### config.mk
export PLATFORM = sky130hd
export DESIGN_NAME = matmul_index_sequencer
export DESIGN_NICKNAME = d
export VERILOG_FILES = /design/src/rtl/matmul_pkg.sv /design/src/rtl/matmul_index_sequencer_idx_counter.sv /design/src/rtl/matmul_index_sequencer.sv
export SDC_FILE = /design/constraint.sdc
export NUM_CORES = 1
export LEC_CHECK = 0
export CORE_ASPECT_RATIO = 0.75
export CORE_UTILIZATION = 51
export CTS_CLUSTER_SIZE = 16
export DETAILED_ROUTE_END_ITERATION = 10
export GPL_TIMING_DRIVEN = 1
export PLACE_DENSITY = 0.84
export SYNTH_ARGS = -nofsm -noshare
export SYNTH_HDL_FRONTEND = slang
export SYNTH_SLANG_ARGS = --single-unit
### constraint.sdc
create_clock -name clk -period 3.1 [get_ports clk]
set_clock_uncertainty 0.05 [all_clocks]
set_input_delay 0.465 -clock clk [delete_from_list [all_inputs] [get_ports clk]]
set_output_delay 0.465 -clock clk [all_outputs]
set_load 0.1 [all_outputs]
### src/rtl/matmul_pkg.sv
`default_nettype none
// ============================================================================
// Module      : matmul_pkg
// Description : Shared types and constants for the matmul index sequencer.
// Revision    : 1.0 - initial release
// ============================================================================
package matmul_pkg;

    localparam int c_idx_w = 4;

    typedef enum logic [1:0] {
        IDLE = 2'd0,
        RUN  = 2'd1,
        DONE = 2'd2
    } state_t;

endpackage : matmul_pkg
`default_nettype wire

### src/rtl/matmul_index_sequencer_idx_counter.sv
`default_nettype none
// ============================================================================
// Module      : idx_counter
// Description : Modulo-limit loop counter with wrap flag for carry chaining.
// Revision    : 1.0 - initial release
// ============================================================================
module idx_counter #(
    parameter int IDX_W = 4
) (
    input  logic             clk,
    input  logic             clr,
    input  logic             load0,
    input  logic             en,
    input  logic [IDX_W-1:0] limit,
    output logic [IDX_W-1:0] count,
    output logic             wrap
);

    localparam logic [IDX_W-1:0] c_one = {{(IDX_W-1){1'b0}}, 1'b1};

    logic [IDX_W-1:0] r_count;
    logic             w_last;

    assign w_last = (r_count == (limit - c_one));
    // wrap is qualified by en so it can directly enable the next loop level
    assign wrap   = en & w_last;
    assign count  = r_count;

    always_ff @(posedge clk) begin
        if (clr || load0) begin
            r_count <= '0;
        end else if (en) begin
            r_count <= w_last ? '0 : (r_count + c_one);
        end
    end

endmodule : idx_counter
`default_nettype wire

### src/rtl/matmul_index_sequencer.sv
`default_nettype none
// ============================================================================
// Module      : matmul_index_sequencer
// Description : Issues (row, col, k) beats and operand addresses for C = A*B.
// Revision    : 1.0 - initial release
// ============================================================================
module matmul_index_sequencer
    import matmul_pkg::*;
#(
    parameter int IDX_W  = c_idx_w,
    parameter int ADDR_W = 2 * IDX_W
) (
    input  logic              clk,
    input  logic              clr,
    input  logic              start,
    input  logic [IDX_W-1:0]  m_dim,
    input  logic [IDX_W-1:0]  n_dim,
    input  logic [IDX_W-1:0]  k_dim,
    output logic              busy,
    output logic              out_valid,
    input  logic              out_ready,
    output logic [IDX_W-1:0]  row,
    output logic [IDX_W-1:0]  col,
    output logic [IDX_W-1:0]  kidx,
    output logic [ADDR_W-1:0] a_addr,
    output logic [ADDR_W-1:0] b_addr,
    output logic              first_k,
    output logic              last_k,
    output logic              done,
    output logic              err
);

    localparam logic [IDX_W-1:0] c_one = {{(IDX_W-1){1'b0}}, 1'b1};

    state_t           r_state;
    logic [IDX_W-1:0] r_m, r_n, r_k;
    logic             r_busy, r_valid, r_done, r_err, r_first_k, r_last_k;

    logic             w_dims_ok, w_start_ok, w_start_bad, w_hs;
    logic             w_k_wrap, w_j_wrap, w_i_wrap;
    logic [IDX_W-1:0] w_k_cnt, w_j_cnt, w_i_cnt, w_k_next;

    assign w_dims_ok   = (m_dim != '0) && (n_dim != '0) && (k_dim != '0);
    assign w_start_ok  = (r_state == IDLE) && start && w_dims_ok;
    assign w_start_bad = (r_state == IDLE) && start && !w_dims_ok;
    assign w_hs        = r_valid && out_ready;

    // k is innermost; each level only advances when the level below wraps
    idx_counter #(.IDX_W(IDX_W)) u_k_cnt (
        .clk   (clk),
        .clr   (clr),
        .load0 (w_start_ok),
        .en    (w_hs),
        .limit (r_k),
        .count (w_k_cnt),
        .wrap  (w_k_wrap)
    );

    idx_counter #(.IDX_W(IDX_W)) u_j_cnt (
        .clk   (clk),
        .clr   (clr),
        .load0 (w_start_ok),
        .en    (w_k_wrap),
        .limit (r_n),
        .count (w_j_cnt),
        .wrap  (w_j_wrap)
    );

    idx_counter #(.IDX_W(IDX_W)) u_i_cnt (
        .clk   (clk),
        .clr   (clr),
        .load0 (w_start_ok),
        .en    (w_j_wrap),
        .limit (r_m),
        .count (w_i_cnt),
        .wrap  (w_i_wrap)
    );

    // Look-ahead of the k counter so first_k/last_k land with the new index
    assign w_k_next = w_k_wrap ? '0 : (w_k_cnt + c_one);

    always_ff @(posedge clk) begin
        if (clr) begin
            r_state   <= IDLE;
            r_m       <= '0;
            r_n       <= '0;
            r_k       <= '0;
            r_busy    <= 1'b0;
            r_valid   <= 1'b0;
            r_done    <= 1'b0;
            r_err     <= 1'b0;
            r_first_k <= 1'b0;
            r_last_k  <= 1'b0;
        end else begin
            r_done <= 1'b0;
            r_err  <= 1'b0;
            case (r_state)
                IDLE: begin
                    if (w_start_ok) begin
                        r_m       <= m_dim;
                        r_n       <= n_dim;
                        r_k       <= k_dim;
                        r_state   <= RUN;
                        r_busy    <= 1'b1;
                        r_valid   <= 1'b1;
                        r_first_k <= 1'b1;
                        r_last_k  <= (k_dim == c_one);
                    end else if (w_start_bad) begin
                        r_err <= 1'b1;
                    end
                end
                RUN: begin
                    if (w_hs) begin
                        if (w_i_wrap) begin
                            r_state   <= DONE;
                            r_busy    <= 1'b0;
                            r_valid   <= 1'b0;
                            r_done    <= 1'b1;
                            r_first_k <= 1'b0;
                            r_last_k  <= 1'b0;
                        end else begin
                            r_first_k <= w_k_wrap;
                            r_last_k  <= (w_k_next == (r_k - c_one));
                        end
                    end
                end
                DONE: begin
                    r_state <= IDLE;
                end
                default: begin
                    r_state <= IDLE;
                end
            endcase
        end
    end

    assign busy      = r_busy;
    assign out_valid = r_valid;
    assign done      = r_done;
    assign err       = r_err;
    assign first_k   = r_first_k;
    assign last_k    = r_last_k;
    assign row       = w_i_cnt;
    assign col       = w_j_cnt;
    assign kidx      = w_k_cnt;
    assign a_addr    = {w_i_cnt, w_k_cnt};
    assign b_addr    = {w_k_cnt, w_j_cnt};

endmodule : matmul_index_sequencer
`default_nettype wire
==> flow_summary_export.csv <==
group,metric,value,unit
finish,post-route-util,0.675,
synthesis,yosysTopAreaCell,"dfxtp_1",
drt,vias_per_cell,5.15,
global_routing,grt_pass1_wl,5.95,mm
placed_design,placed_area,2130,sq um
synthesis,synth_edf_count,0,
placed_design,numPlacedInstances,273,
critical_path,crit_type,"primary input to flop",
global_routing,grt_max_degree,22,
synthesis,synth_top_family_by_area,"simple AND/OR/NAND/NOR gates",
synthesis,synthesis.nets,225,
floorplan,core,3330,sq um
timing,max_freq,414,MHz
drt,drcViolationCount,4,
timing,period_needed,2.42,ns
synthesis,synthTopCellsByCount,"31 x dfxtp_1, 31 x nor2_1, 19 x xnor2_1",
timing,hold_viol,0,
timing,relSlewSlack,0.609,
floorplan,initial_utilization,0.541,
synthesis,synth_adder_area_share,0.0416,
placed_design,place_hpwl,2.77,mm
cts,cts.path.max_buffers,2,
timing,worst_slew_pin_slew,0.584,ns
pwr,power,1.06,mW
synthesis,synthMuxAreaShare,0.0722,
critical_path,rr_endpoint,"last_k",
drt,via_count,1447,
synthesis,synth_xor_xnor_area_share,0.126,
timing,slew_violations,0,
run_status,outcome,"finished, violations left",
floorplan,die-area,3780,sq um
synthesis,syn-instance-count,203,
critical_path,timing.rr.start,"r_k[0]",
critical_path,crit_path_max_fanout,9,
finish,fillers,284,
global_routing,globalRouteOverflowTotal,0,
cts,numCtsBuffers,5,
critical_path,ff2ff_setup_slack,0.70,ns
global_routing,grt_pass1_vias,1251,
cts,cts.htree.levels,2,
pwr,p_per_area,473,nW/um^2
cts,cts_tree,"built",
timing,rsz0062_at_grt,"no",
finish,fin_cells,281,
cts,cts_sinks,31,
synthesis,ys_seq_elements,31,
synthesis,seq_area_frac_synth,0.344,
worst_hold_path,hold_path.class,"flop to flop",
cts,cts_setup_buffers,0,
worst_hold_path,min_path_cells,2,
timing,finalSetupTns,0,ns
worst_hold_path,hold_end,"r_m[3]",
finish,area_growth,24.7,%
drt,first_iter_violations,89,
drt,drt-total-wl,3.66,mm
global_routing,antenna_found_initial,0,
synthesis,synth_flop_cell,"dfxtp_1",
synthesis,synth_compound_area_frac,0.0826,
finish,nets,262,
synthesis,synthArstFlopShare,0,
placed_design,io_buffers,49,
pwr,leakage,0.938,nW
critical_path,endpoint_kind,"flop",
timing,setup_viol,0,
synthesis,synth_area,1800,sq um
synthesis,synthTopCellsByArea,"dfxtp_1 34%, xnor2_1 9.2%, buf_4 7.5%",
finish,fin_area,2250,sq um
synthesis,yosys_warnings,0,
floorplan,ios,50,
cts,holdBufCountCts,0,
synthesis,ys_types,39,
synthesis,synthSimpleGateAreaFrac,0.228,
synthesis,avgSynthCellArea,8.88,sq um
critical_path,reg2reg_depth,8,
global_routing,track_usage,0.211,
finish,final_layout_size_suffix_gt1_frac,0.220,
cts,insertion_delay,0.29,ns
timing,period_share,0.780,
run,drv_cap,0,
floorplan,row_count,18,
worst_hold_path,hold_path.startpoint,"r_m[3]",
synthesis,netlist.area_leader.share,0.344,
run_status,violations,"DRC",
critical_path,worstPathArrival,2.55,ns
finish,diodes,0,
drt,drt.antenna.violating_nets,0,
critical_path,cp-start-kind,"primary input",
cts,ctsResizeCount,0,
critical_path,worst_ep_required_time,3.23,ns
drt,routedWlPerCell,13.0,um
drt,dr.pass1.iters,7,
pwr,max-vdd-ir-drop,0.290,mV
floorplan,die_h,53.5,um
cts,clkTransAtPathRegs,0.06,ns
floorplan,die_w,70.7,um
placed_design,place.gp.congestion,0.803,
cts,cts_root_buf,"clkbuf_8",
worst max-delay path by stage:
stage | from | end | cells after the start
CTS | k_dim[1] | last_k | 6
floorplan | u_j_cnt.count[3] | u_i_cnt.count[1] | 6
global route | r_k[0] | last_k | 8
finish | k_dim[1] | last_k | 6
global placement | k_dim[3] | u_k_cnt.count[2] | 8
detailed placement | k_dim[3] | u_k_cnt.count[3] | 8
registers in the layout (all words and copies together), names as in the netlist, 2 cells and up:
name and cells:
r_k 4, r_m 4, r_n 4, u_i_cnt.count 4, u_j_cnt.count 4, u_k_cnt.count 4
r_state 2
cell families after synthesis:
group / after synthesis
buffers and inverters: 30
DFF: 31
AOI/OAI and AO/OA: 21
adders and majority gates: 6
muxes: 13
xor gates and xnor gates: 26
and+or+nand+nor: 76
critical path, stage by stage:
cell	delay [ns]
clkdlybuf4s50_1	0.49
nor3_1	0.07
a211o_1	0.34
nor4b_4	0.57
o311ai_0	0.25
o41ai_2	0.36
where the power goes:
group	switching [mW]	internal, mW	leakage, nW	total, mW
clock	0.153	0.260	0.0612	0.413
sequential	0.0182	0.415	0.252	0.433
combinational	0.129	0.0892	0.624	0.219
area by class of cell:
class                      count  area, sq um  area share
clock inverter                 2         35.0      0.0156
sequential                    31          621       0.276
inverter                       8         30.0      0.0134
timing repair buffer          52          428       0.190
clock buffer                   6         82.6      0.0367
tap                           40         50.0      0.0223
multi-input combinational    142         1000       0.446
cells in the final DEF (no fill, tap or decap):
| cell | Yosys | layout |
|---|---|---|
| nor4_1 | 3 | 3 |
| nand2b_1 | 3 | 3 |
| and4b_1 | 1 | 1 |
| o21ai_0 | 4 | 4 |
| a21boi_0 | 1 | 1 |
| xor2_1 | 7 | 7 |
| a21boi_1 | 1 | 1 |
| dfxtp_1 | 31 | 31 |
| inv_1 | 8 | 8 |
| a211o_1 | 2 | 2 |
| nand2_1 | 8 | 8 |
| mux2i_1 | 13 | 13 |
| nor2_1 | 31 | 31 |
| or2_2 | 1 | 1 |
| nand3_1 | 11 | 11 |
| bufinv_16 | 0 | 1 |
| nand4_1 | 1 | 1 |
| xnor2_1 | 19 | 19 |
| a21oi_2 | 1 | 1 |
| a22oi_1 | 1 | 1 |
| nor4b_4 | 1 | 2 |
| nor3_1 | 6 | 6 |
| clkinv_2 | 0 | 1 |
| o41ai_2 | 1 | 1 |
| nor3_2 | 2 | 2 |
| nand3b_1 | 1 | 1 |
| ha_1 | 6 | 6 |
| clkbuf_8 | 0 | 6 |
| nor4_4 | 1 | 1 |
| buf_4 | 18 | 37 |
| a21oi_1 | 6 | 6 |
| clkdlybuf4s50_1 | 0 | 15 |
| and2_1 | 1 | 1 |
| and3_1 | 2 | 2 |
| nor3b_1 | 1 | 1 |
| nor2b_1 | 1 | 1 |
| a211oi_1 | 2 | 2 |
| o211a_1 | 1 | 1 |
| o311ai_0 | 1 | 1 |
routing by layer:
| layer | vias up | wire length [um] | GRT usage |
|---|---|---|---|
| li1 | 748 | - | - |
| met1 | 663 | 1870 | 0.293 |
| met2 | 32 | 1590 | 0.304 |
| met3 | 4 | 154 | 0.0610 |
| met4 | 0 | 38 | 0.0900 |
| met5 | - | 0 | 0 |
through the flow:
step | setup slack [ns] | hold slack (ns)
finish | 0.683 | 0.463
detailed placement | 0.417 | 0.456
global placement | 0.458 | 0.450
CTS | 0.659 | 0.471
global route | 0.519 | 0.517
floorplan | 0.680 | 0.417
Note: power is estimated with default switching activity, not from simulation.
